[src/rtl/tetris_drop_ctrl.sv]
// Game sequencer for an 8x8 falling-row Tetris board: spawn, gravity, moves,
// locking, row clearing and game-over detection, with a registered board view.
module tetris_drop_ctrl #(
  parameter int TICK_DIV = 50_000_000
) (
  input  logic        clk,
  input  logic        rstBtn,
  input  logic        start,
  input  logic        stopBtn,
  input  logic [7:0]  piece_mask,
  input  logic        move_left,
  input  logic        move_right,
  output logic        rLED,
  output logic        doneLED,
  output logic [7:0]  lines_cleared,
  output logic [63:0] outputStream
);

  localparam int TW = (TICK_DIV > 2) ? $clog2(TICK_DIV) : 1;
  localparam logic [TW-1:0] TICK_LAST = TW'(TICK_DIV - 1);

  typedef enum logic [2:0] {IDLE, SPAWN, FALL, LOCK, CLEAR, OVER} state_t;

  state_t        state_q, state_d;
  logic [63:0]   board_q, board_d;
  logic [7:0]    piece_q, piece_d;
  logic [2:0]    row_q, row_d;
  logic [TW-1:0] tick_q, tick_d;
  logic [7:0]    lines_q, lines_d;
  logic          left_prev_q, left_prev_d;
  logic          right_prev_q, right_prev_d;
  logic [63:0]   out_q, out_d;

  logic        running;
  logic        left_edge, right_edge;
  logic [2:0]  row_plus1;
  logic [7:0]  cur_row, below_row, spawn_piece;
  logic [63:0] piece_at_row;
  logic        full_found;
  logic [2:0]  full_idx;
  logic [63:0] cleared_board;

  assign running      = (state_q == SPAWN) || (state_q == FALL) ||
                        (state_q == LOCK)  || (state_q == CLEAR);
  assign left_edge    = move_left  & ~left_prev_q;
  assign right_edge   = move_right & ~right_prev_q;
  assign row_plus1    = row_q + 3'd1;
  assign cur_row      = board_q[{row_q, 3'b000} +: 8];
  assign below_row    = board_q[{row_plus1, 3'b000} +: 8];
  assign spawn_piece  = (piece_mask != 8'h00) ? piece_mask : 8'h18;
  assign piece_at_row = {56'd0, piece_q} << {row_q, 3'b000};

  // Lowest full row wins; everything above it slides down one row.
  always_comb begin
    full_found    = 1'b0;
    full_idx      = 3'd0;
    for (int r = 0; r < 8; r++) begin
      if (board_q[8*r +: 8] == 8'hFF) begin
        full_found = 1'b1;
        full_idx   = 3'(r);
      end
    end
    cleared_board = board_q;
    for (int r = 1; r < 8; r++) begin
      if (3'(r) <= full_idx) cleared_board[8*r +: 8] = board_q[8*(r-1) +: 8];
    end
    cleared_board[7:0] = 8'h00;
  end

  always_ff @(posedge clk or negedge rstBtn) begin
    if (!rstBtn) begin
      state_q      <= IDLE;
      board_q      <= '0;
      piece_q      <= '0;
      row_q        <= '0;
      tick_q       <= '0;
      lines_q      <= '0;
      left_prev_q  <= 1'b0;
      right_prev_q <= 1'b0;
      out_q        <= '0;
    end else begin
      state_q      <= state_d;
      board_q      <= board_d;
      piece_q      <= piece_d;
      row_q        <= row_d;
      tick_q       <= tick_d;
      lines_q      <= lines_d;
      left_prev_q  <= left_prev_d;
      right_prev_q <= right_prev_d;
      out_q        <= out_d;
    end
  end

  always_comb begin
    state_d      = state_q;
    board_d      = board_q;
    piece_d      = piece_q;
    row_d        = row_q;
    tick_d       = tick_q;
    lines_d      = lines_q;
    left_prev_d  = move_left;
    right_prev_d = move_right;
    case (state_q)
      IDLE, OVER: begin
        if (start) begin
          board_d = '0;
          lines_d = '0;
          state_d = SPAWN;
        end
      end
      SPAWN: begin
        row_d  = 3'd0;
        tick_d = '0;
        if ((spawn_piece & board_q[7:0]) != 8'h00) begin
          piece_d = 8'h00;
          state_d = OVER;
        end else begin
          piece_d = spawn_piece;
          state_d = FALL;
        end
      end
      FALL: begin
        // Gravity cycle swallows any move edge arriving in the same cycle.
        if (tick_q == TICK_LAST) begin
          tick_d = '0;
          if ((row_q == 3'd7) || ((piece_q & below_row) != 8'h00)) state_d = LOCK;
          else row_d = row_plus1;
        end else begin
          tick_d = tick_q + TW'(1);
          if (left_edge && !right_edge) begin
            if (!piece_q[0] && (((piece_q >> 1) & cur_row) == 8'h00)) piece_d = piece_q >> 1;
          end else if (right_edge && !left_edge) begin
            if (!piece_q[7] && (((piece_q << 1) & cur_row) == 8'h00)) piece_d = piece_q << 1;
          end
        end
      end
      LOCK: begin
        board_d = board_q | piece_at_row;
        piece_d = 8'h00;
        state_d = CLEAR;
      end
      CLEAR: begin
        if (full_found) begin
          board_d = cleared_board;
          if (lines_q != 8'hFF) lines_d = lines_q + 8'd1;
        end else begin
          state_d = SPAWN;
        end
      end
      default: state_d = IDLE;
    endcase
    if (stopBtn && running) begin
      state_d = IDLE;
      piece_d = 8'h00;
      board_d = board_q;
      lines_d = lines_q;
      row_d   = row_q;
      tick_d  = tick_q;
    end
  end

  always_comb begin
    out_d   = (state_q == FALL) ? (board_q | piece_at_row) : board_q;
    rLED    = running;
    doneLED = (state_q == OVER);
  end

  assign outputStream  = out_q;
  assign lines_cleared = lines_q;

endmodule

[config.mk]
export PLATFORM = sky130hd
export DESIGN_NAME = tetris_drop_ctrl
export DESIGN_NICKNAME = d
export VERILOG_FILES = /design/src/rtl/tetris_drop_ctrl.sv
export SDC_FILE = /design/constraint.sdc
export NUM_CORES = 1
export LEC_CHECK = 0
export CAP_MARGIN = 40
export CORE_MARGIN = 4
export CORE_UTILIZATION = 35
export CTS_CLUSTER_DIAMETER = 40
export DETAILED_ROUTE_END_ITERATION = 12
export GPL_ROUTABILITY_DRIVEN = 0
export PLACE_DENSITY_LB_ADDON = 0.2
export SLEW_MARGIN = 10
export SYNTH_ARGS = -nofsm -noshare
export SYNTH_HDL_FRONTEND = slang
export SYNTH_SLANG_ARGS = --single-unit
[constraint.sdc]
create_clock -name clk -period 8.9 [get_ports clk]
set_clock_uncertainty 0.1 [all_clocks]
set_input_delay 2.225 -clock clk [delete_from_list [all_inputs] [get_ports clk]]
set_output_delay 2.225 -clock clk [all_outputs]
set_load 0.02 [all_outputs]
-- Word-level counts from Yosys, hierarchy flattened
Index checks and enable logic that the tools add are counted.
- word-level logic and storage cells: 163
- output and inout port bits: 74
- memories: 0
- RAM bits: 0
- input port bits: 14
- bits in latches: 0
- memory bits (read-only): 0
- flip-flop bits (word level): 178
- eq/ne operators: 36
- $add $sub $neg: 3
- $mul: 0
- order comparisons: 7
- shifts and indexed selects: 3
- multiplexer cells: 51
- div/mod/pow operators: 0
- reductions and logical operators: 37
- bitwise logic cells: 10
- operators by type and width (kind ; count):
    64-bit 2-to-1 mux ; 3
    64-bit case mux with 3 select lines ; 1
    8-bit 2-to-1 mux ; 18
    64-bit by 7-bit variable part select with 8-bit output ; 2
    8-bit equality test (second input constant) ; 8
    64-bit bitwise OR ; 1
    8-bit by 6-bit left shift with 64-bit output ; 1
    26-bit case mux with 2 select lines ; 1
    5-bit AND reduction ; 9
    3-bit 2-to-1 mux ; 12
    26-bit by 1-bit adder with 26-bit output (second input constant) ; 1
    26-bit equality test (second input constant) ; 1
    26-bit 2-to-1 mux ; 1
    8-bit bitwise AND ; 3
    8-bit case mux with 3 select lines ; 1
    8-bit nonzero test ; 3
    8-bit zero test ; 2
    2-bit by 1-bit inequality test with 1-bit output (second input constant) ; 8
    8-bit case mux with 2 select lines ; 1
    3-bit case mux with 5 select lines ; 1
    3-bit <= comparator (first input constant) ; 4
    3-bit inequality test (second input constant) ; 4
    4-bit inequality test (second input constant) ; 3
    4-bit AND reduction ; 3
    25 further kinds ; 55

-- Longest topological paths before layout
Gate-level depths: netlist of the first run.
- depth after elaboration: 12
- gate-level depth with buffers: 11
- depth with buffers taken out: 9

-- Worst setup path after synthesis of the first run
Ideal clock, no wire load.
- path type: input to register
- start: input port move_left
- end: register piece_q[3]
- required time: 8672 ps
- library setup time: 128 ps
- slack: 4723 ps
- arrival time: 3949 ps
- buffers on the path: 2
- stages on the path: 8
- cell sequence: nor2b_1 ha_1 buf_1 or2_2 or4_1 clkbuf_1 a21oi_1 nor3_1
- cells in the longest elaborated chain, start to end: 6
- elaborated cells on any way between the ends: 12
- those cells by class: eq/ne: 3; mux: 4; bitwise: 1; reduce/logical: 4
- ends and longest elaborated chain (element ; line ; source):
    start, declared ; 11 ; input logic move_left,
    1-bit bitwise AND (*) ; 45 ; assign left_edge = move_left & ~left_prev_q;
    1-bit logical AND ; 130 ; if (left_edge && !right_edge) begin
    8-bit 2-to-1 mux ; 130 ;
    8-bit 2-to-1 mux ; 124 ; if (tick_q == TICK_LAST) begin
    8-bit case mux with 3 select lines ; 103 ; case (state_q)
    8-bit 2-to-1 mux ; 152 ; if (stopBtn && running) begin
    end signal, assigned ; 84 ; piece_q <= piece_d;
    end, declared ; 26 ; logic [7:0] piece_q, piece_d;
Every way passes the cells marked *; elsewhere a longest branch is shown, timed or not. The select of a mux whose other input is x is not followed.
A chain may end at the register's enable or synchronous reset.

-- Worst setup path in the final report of the first run
- start: input port stopBtn
- end: register board_q[13]
- cells in the longest elaborated chain, start to end: 3
- ends and longest elaborated chain (element ; line ; source):
    start, declared ; 9 ; input logic stopBtn,
    1-bit logical AND ; 152 ;
    1-bit NOT (no source line) ; - ;
    5-bit AND reduction (no source line) ; - ;
    end signal, assigned ; 83 ; board_q <= board_d;
    end, declared ; 25 ; logic [63:0] board_q, board_d;
No other way between the ends.

==> results of run 1 <==
sequential cells by signal (all words and copies together), names as in the netlist:
signal	cells
state_q	3
outputStream	64
lines_cleared	8
row_q	3
left_prev_q	1
right_prev_q	1
piece_q	8
board_q	64
tick_q	26
power by group through the flow:
stage               Clock (W)  Sequential [W]  Combinational, W
floorplan                   0        0.000965          0.000676
global placement            0         0.00104          0.000981
detailed placement          0         0.00103           0.00102
CTS                  0.000800         0.00101           0.00103
global route         0.000833         0.00102           0.00112
finish               0.000787         0.00102           0.00104
metrics by stage:
step | area, µm² | setup WS [ps] | utilization | instances | total power, W
6_report | 11740 | 3976 | 0.4225 | 1499 | 0.002844
5_1_grt | 11740 | 3757 | 0.4225 | 1499 | 0.002977
4_1_cts | 11740 | 4052 | 0.4225 | 1499 | 0.002840
3_5_place_dp | 11130 | 3571 | 0.4006 | 1467 | 0.002051
3_3_place_gp | 10990 | 3435 | 0.3956 | 1456 | 0.002022
2_1_floorplan | 9831 | 4723 | - | 1050 | 0.001641
worst register-to-register path: stages (launching register included):
cell and delay (ps):
dfrtp_1 650, ha_1 960, mux4_2 590, mux2_2 270
a222oi_1 230, and4_1 310, and2_1 170, o21ai_1 100
mux2_4 300
layer usage:
metal,global-route usage,wire (µm)
met2,0.3339,14850
met4,0.09194,1392
met5,0,0
met1,0.2827,13760
met3,0.04133,2275
area by class of cell:
class,count,area [µm²]
clock inverter,10,123.9
multi-input combinational,784,5024
clock buffer,22,484.2
sequential,178,4456
tap,378,473.0
inverter,14,52.55
fill,2751,16040
timing repair buffer,113,1125
Yosys cell counts (7+ instances only):
cell type  number
a21o_1         64
a21oi_1        53
a22o_1         13
a22oi_1        37
a31oi_1        47
and2_1          8
and3_1         13
buf_2          16
clkbuf_1       51
dfrtp_1       178
inv_1          14
mux2_2          7
mux2i_1        32
mux4_2         18
nand2_1       186
nand3_1        22
nand4_1        24
nor2_1         45
nor2b_1        13
nor3_1         21
nor4_1         15
o21ai_0        57
o31ai_1        17
kinds of logic (layout without fill, tap and decap cells):
group,after synthesis,in the layout,share of synthesized area
multiplexers,60,60,0.08871
buffers and inverters,88,159,0.03755
adder cells (fa/ha/maj),5,5,0.006364
flip-flops,178,178,0.4531
AND/OR/NAND/NOR,387,387,0.1886
AO/OA/AOI/OAI,329,329,0.2230
XOR/XNOR,3,3,0.002673
path summary, 6_finish.rpt:
check	startpoint	to	slack, ps
max	stopBtn	board_q[13]$_DFFE_PN0P_	3980
min	tick_q[14]$_DFFE_PN0P_	tick_q[14]$_DFFE_PN0P_	380
max reg2reg	row_q[2]$_DFFE_PN0P_	row_q[0]$_DFFE_PN0P_	5120
min reg2reg	tick_q[14]$_DFFE_PN0P_	tick_q[14]$_DFFE_PN0P_	380
max in group asynchronous	rstBtn	row_q[1]$_DFFE_PN0P_	6240
min in group asynchronous	rstBtn	board_q[13]$_DFFE_PN0P_	1550
==> results.md, run 1 <==
* Nets at about 1,100
* Vias at 8,848
* Critical Path Stages at 8
* Die Width at about 180 µm
* Final Slew Violations at 0
* Synth area leaders: dfrtp_1 45%, nand2_1 7.1%, a21o_1 4.9%
* Netlist cell types at 66
* Clock network power share at 0.277
* Most frequent cells in the layout: 186 x nand2_1, 177 x dfrtp_1, 86 x clkdlybuf4s50_1
* CTS root buffer: clkbuf_16
* Synth Register Bits at ~180
* Vias in the first global route at between 8,000 and 9,000
* Row cnt at between 60 and 70
* N_diodes at 0
* Overflow after GRT at 0
* Worst-path maximum fanout at 14
* Worst Max-Slew Pin Slew at about 960 ps
* HP Class: flip-flop to flip-flop
* Die Y at 175.6 µm
* Share of layout cells above drive strength 1 at 0.09010
* Cell Pwr Density at roughly 240 nW/µm²
* Register area share after synthesis at 0.4531
* Mapped Nets at approximately 1,100
* Synthesized area at approximately 9800 µm²
* EDFF count, synth at 0
* Layout area overhead at 19.40%
* RSZ-0062 raised after global routing: false
* Antenna Nets Post-Route at 0
* Required time of the critical path at ~9100 ps
* WS Path Type: input port to flip-flop
* Worst skew pair latency at around 440 ps
* Clock sink count at around 180
* Clk slew on worst S/H paths at 70 ps
* Clock H-tree levels at 4
* First-pass iteration count of the detailed router at 8
* Worst Setup End Kind: flip-flop
* Syn Area/Cell at between 9 and 10 µm²
* Setup Buffers After CTS at 0
* Hold_buf cts at 0
* Ys flop type: dfrtp_1
* Post-DP HPWL at ~22,000 µm
* R2r worst-path depth at 8
* CTS tree: done
* FFs w/ async S/R, synth at 1.000
* Die Area at a little over 30,000 µm²
* Max_cap viols at 0
* Family with the most delay on the worst path: simple AND/OR/NAND/NOR gates
* Number of remaining DRC errors at 0
* Sequential Power Share at 0.357
* FMAX at between 200 and 250 MHz
* CTS Buffer Depth at 2
* Largest net degree at the start of global routing at between 80 and 90
* Final hold violations at 0
* Commonest non-fill, non-tap cell in the layout: nand2_1
* WL/cell at ~22 µm
* First-pass GRT wire length at just over 50,000 µm
* WP data arrival at approximately 5000 ps
* CP Cell Sequence: clkdlybuf4s50_1 -> or2_2 -> a31oi_1 -> o22ai_1 -> inv_1 -> nand3_1 -> nor2b_1 -> a21oi_1
* Combinational cell fraction of total power at 0.366
* Critical Path Slowest Stage Cell: nor2b_1
* CTS buffer count at 17
* Initial antenna violation count at 0
* Total Wirelength at between 30,000 and 40,000 µm
* Via-per-instance ratio at 5.903
* Final setup viols at 0
* WP buf/inv at 2
* Final hold slack at about 380 ps
* 1st-iter DRT viols at between 900 and 1,000
* Sw frac at 0.4158
* Startpoint type of the worst setup path: input port
* I/O Buffers at slightly below 90
* Cell Int Power at ~0.0017 W
* Synth Instances at 1,050
* Resize count post-CTS at 0
* Share of Yosys cell area claimed by the top area cell type at 0.4531
* Starting Density at 0.3539
* Peak VDD IR at between 0.1 and 0.15 mV
* Setup TNS at 0 ps
* Yosys warning total at 0
* Outcome: finished clean
* Crit share post-route at 0.5533
* Core area at about 28,000 µm²
* Lkg Pwr at approximately 5.3 nW
* Minimum clock period at 4924 ps
* Relative slew slack at 0.3546
* Hold depth at 1
* Synth area leader: dfrtp_1
* IO Pins at 88
* Net switching power at approximately 0.0012 W
* Total track usage at 0.2108
* Crit-path max cell delay at between 700 and 800 ps
(Power assumes the default switching activity.)
==> run 2, diff against run 1 <==
clock period = 4.2 ns   (was 8.9 ns; I/O delays follow)
==> results.md, run 2 (synthesis gave the netlist of run 1 again) <==
* WS Path Type: flip-flop to flip-flop
* Commonest non-fill, non-tap cell in the layout: nand2_1
* Post-DP HPWL at between 20,000 and 25,000 µm
* Dpl ws at approximately 430 ps
* Family with the most delay on the worst path: multiplexers
* Setup TNS at 0 ps
* Setup Buffers After CTS at 0
* Most frequent cells in the layout: 186 x nand2_1, 177 x dfrtp_1, 86 x clkdlybuf4s50_1
* CTS Buffer Depth at 2
* N_diodes at 0
* Core area at 27,780 µm²
* R2R setup slack at ~790 ps
* Die Area at 30,830 µm²
* Share of layout cells above drive strength 1 at 0.09982
* Resize count post-CTS at 0
* CTS buffer count at 17
* 1st-iter DRT viols at ~1,000
* Die Y at 175.6 µm
* Startpoint type of the worst setup path: flip-flop
* Critical Path Slowest Stage Cell: ha_1
* Layout area overhead at 20.58%
* Clk slew on worst S/H paths at 80 ps
* Largest net degree at the start of global routing at a little over 80
* Reg2Reg Launch Point: row_q[0]$_DFFE_PN0P_
* Worst-path maximum fanout at 9
* HP Class: input port to asynchronous set/reset pin
* Cell Pwr Density at just over 500 nW/µm²
* RSZ-0062 raised after global routing: false
* Starting Density at 0.3539
* Relative slew slack at 0.4172
* Row cnt at 61
* Antenna Nets Post-Route at 0
* Final setup viols at 0
* Vias at 9,036
* Peak VDD IR at 0.2970 mV
* Outcome: finished clean
* Required time of the critical path at roughly 4400 ps
* FMAX at slightly below 300 MHz
* Cells after DPL at between 1,000 and 1,500
* CP Cell Sequence: ha_1 -> ha_1 -> buf_4 -> mux4_2 -> mux2i_1 -> o22a_1 -> and4_1 -> and2_1 -> o21ai_1 -> mux2_4
* Final Worst Setup Slack at roughly 790 ps
* Nets at ~1,100
* Total track usage at 0.2142
* Crit share post-route at 0.8126
* Clock sink count at between 150 and 200
* WP data arrival at 3650 ps
* Lkg Pwr at around 5.4 nW
* Worst Max-Slew Pin Slew at 866.3 ps
* Reg2reg end: row_q[0]$_DFFE_PN0P_
* Placed cell area at between 10,000 and 15,000 µm²
* Via-per-instance ratio at 5.984
* CTS root buffer: clkbuf_16
* Most frequent CP cell: ha_1
* Total Wirelength at about 33,000 µm
* R2r worst-path depth at 10
* Design area at roughly 12,000 µm²
* Worst Setup End Kind: flip-flop
* Clock H-tree levels at 4
* WL/cell at approximately 22 µm
* Final hold violations at 0
* Minimum clock period at ~3400 ps
* Hold_buf cts at 0
* WP buf/inv at 1
* I/O Buffers at 87
* Overflow after GRT at 0
* First-pass GRT wire length at around 52,000 µm
* Non-Filler Instances at approximately 1,500
* First-pass iteration count of the detailed router at 7
* Worst skew pair latency at roughly 460 ps
* Max_cap viols at 0
* Die Width at ~180 µm
* Crit-path max cell delay at 570 ps
* CTS tree: done
* Number of remaining DRC errors at 0
* Vias in the first global route at 8,798
* Final Slew Violations at 0
* IO Pins at between 80 and 90
* Initial antenna violation count at 0
run 2: layout make-up:
| type | instances | area [µm²] |
|---|---|---|
| tap | 378 | 473.0 |
| sequential | 178 | 4456 |
| clock inverter | 15 | 186.4 |
| timing repair buffer | 124 | 1237 |
| inverter | 14 | 52.55 |
| fill | 2719 | 15930 |
| clock buffer | 17 | 425.4 |
| multi-input combinational | 784 | 5024 |
run 2: report_power, final:
part	total (W)	switching [W]	internal, W	leakage, nW
Sequential	0.00215	0.000297	0.00185	2.45
Clock	0.00169	0.000830	0.000858	0.295
Combinational	0.00228	0.00150	0.000780	2.61
run 2: worst max path at each step:
stage / from / to / cells after the start
finish: row_q[0]$_DFFE_PN0P_ / row_q[0]$_DFFE_PN0P_ / 10
global route: row_q[0]$_DFFE_PN0P_ / row_q[0]$_DFFE_PN0P_ / 10
CTS: state_q[1]$_DFFE_PN0P_ / rLED / 3
detailed placement: stopBtn / board_q[15]$_DFFE_PN0P_ / 9
global placement: stopBtn / board_q[15]$_DFFE_PN0P_ / 9
floorplan: move_left / piece_q[3]$_DFFE_PN0P_ / 8
run 2: per-layer routing:
metal	vias up	global-route usage	share of wire
met1	4477	0.2902	0.42
met3	85	0.04671	0.078
met4	0	0.08122	0.032
met5	-	0	0
met2	437	0.3382	0.47
li1	4037	-	-
run 2: stage by stage:
step	hold slack, ps	total power, W	util
after floorplan	342.5	0.003478	-
after global placement	367.6	0.004348	0.4007
after detailed placement	372.8	0.004418	0.4047
after CTS	285.8	0.006112	0.4267
after global routing	282.8	0.006411	0.4267
final	297.9	0.006113	0.4267
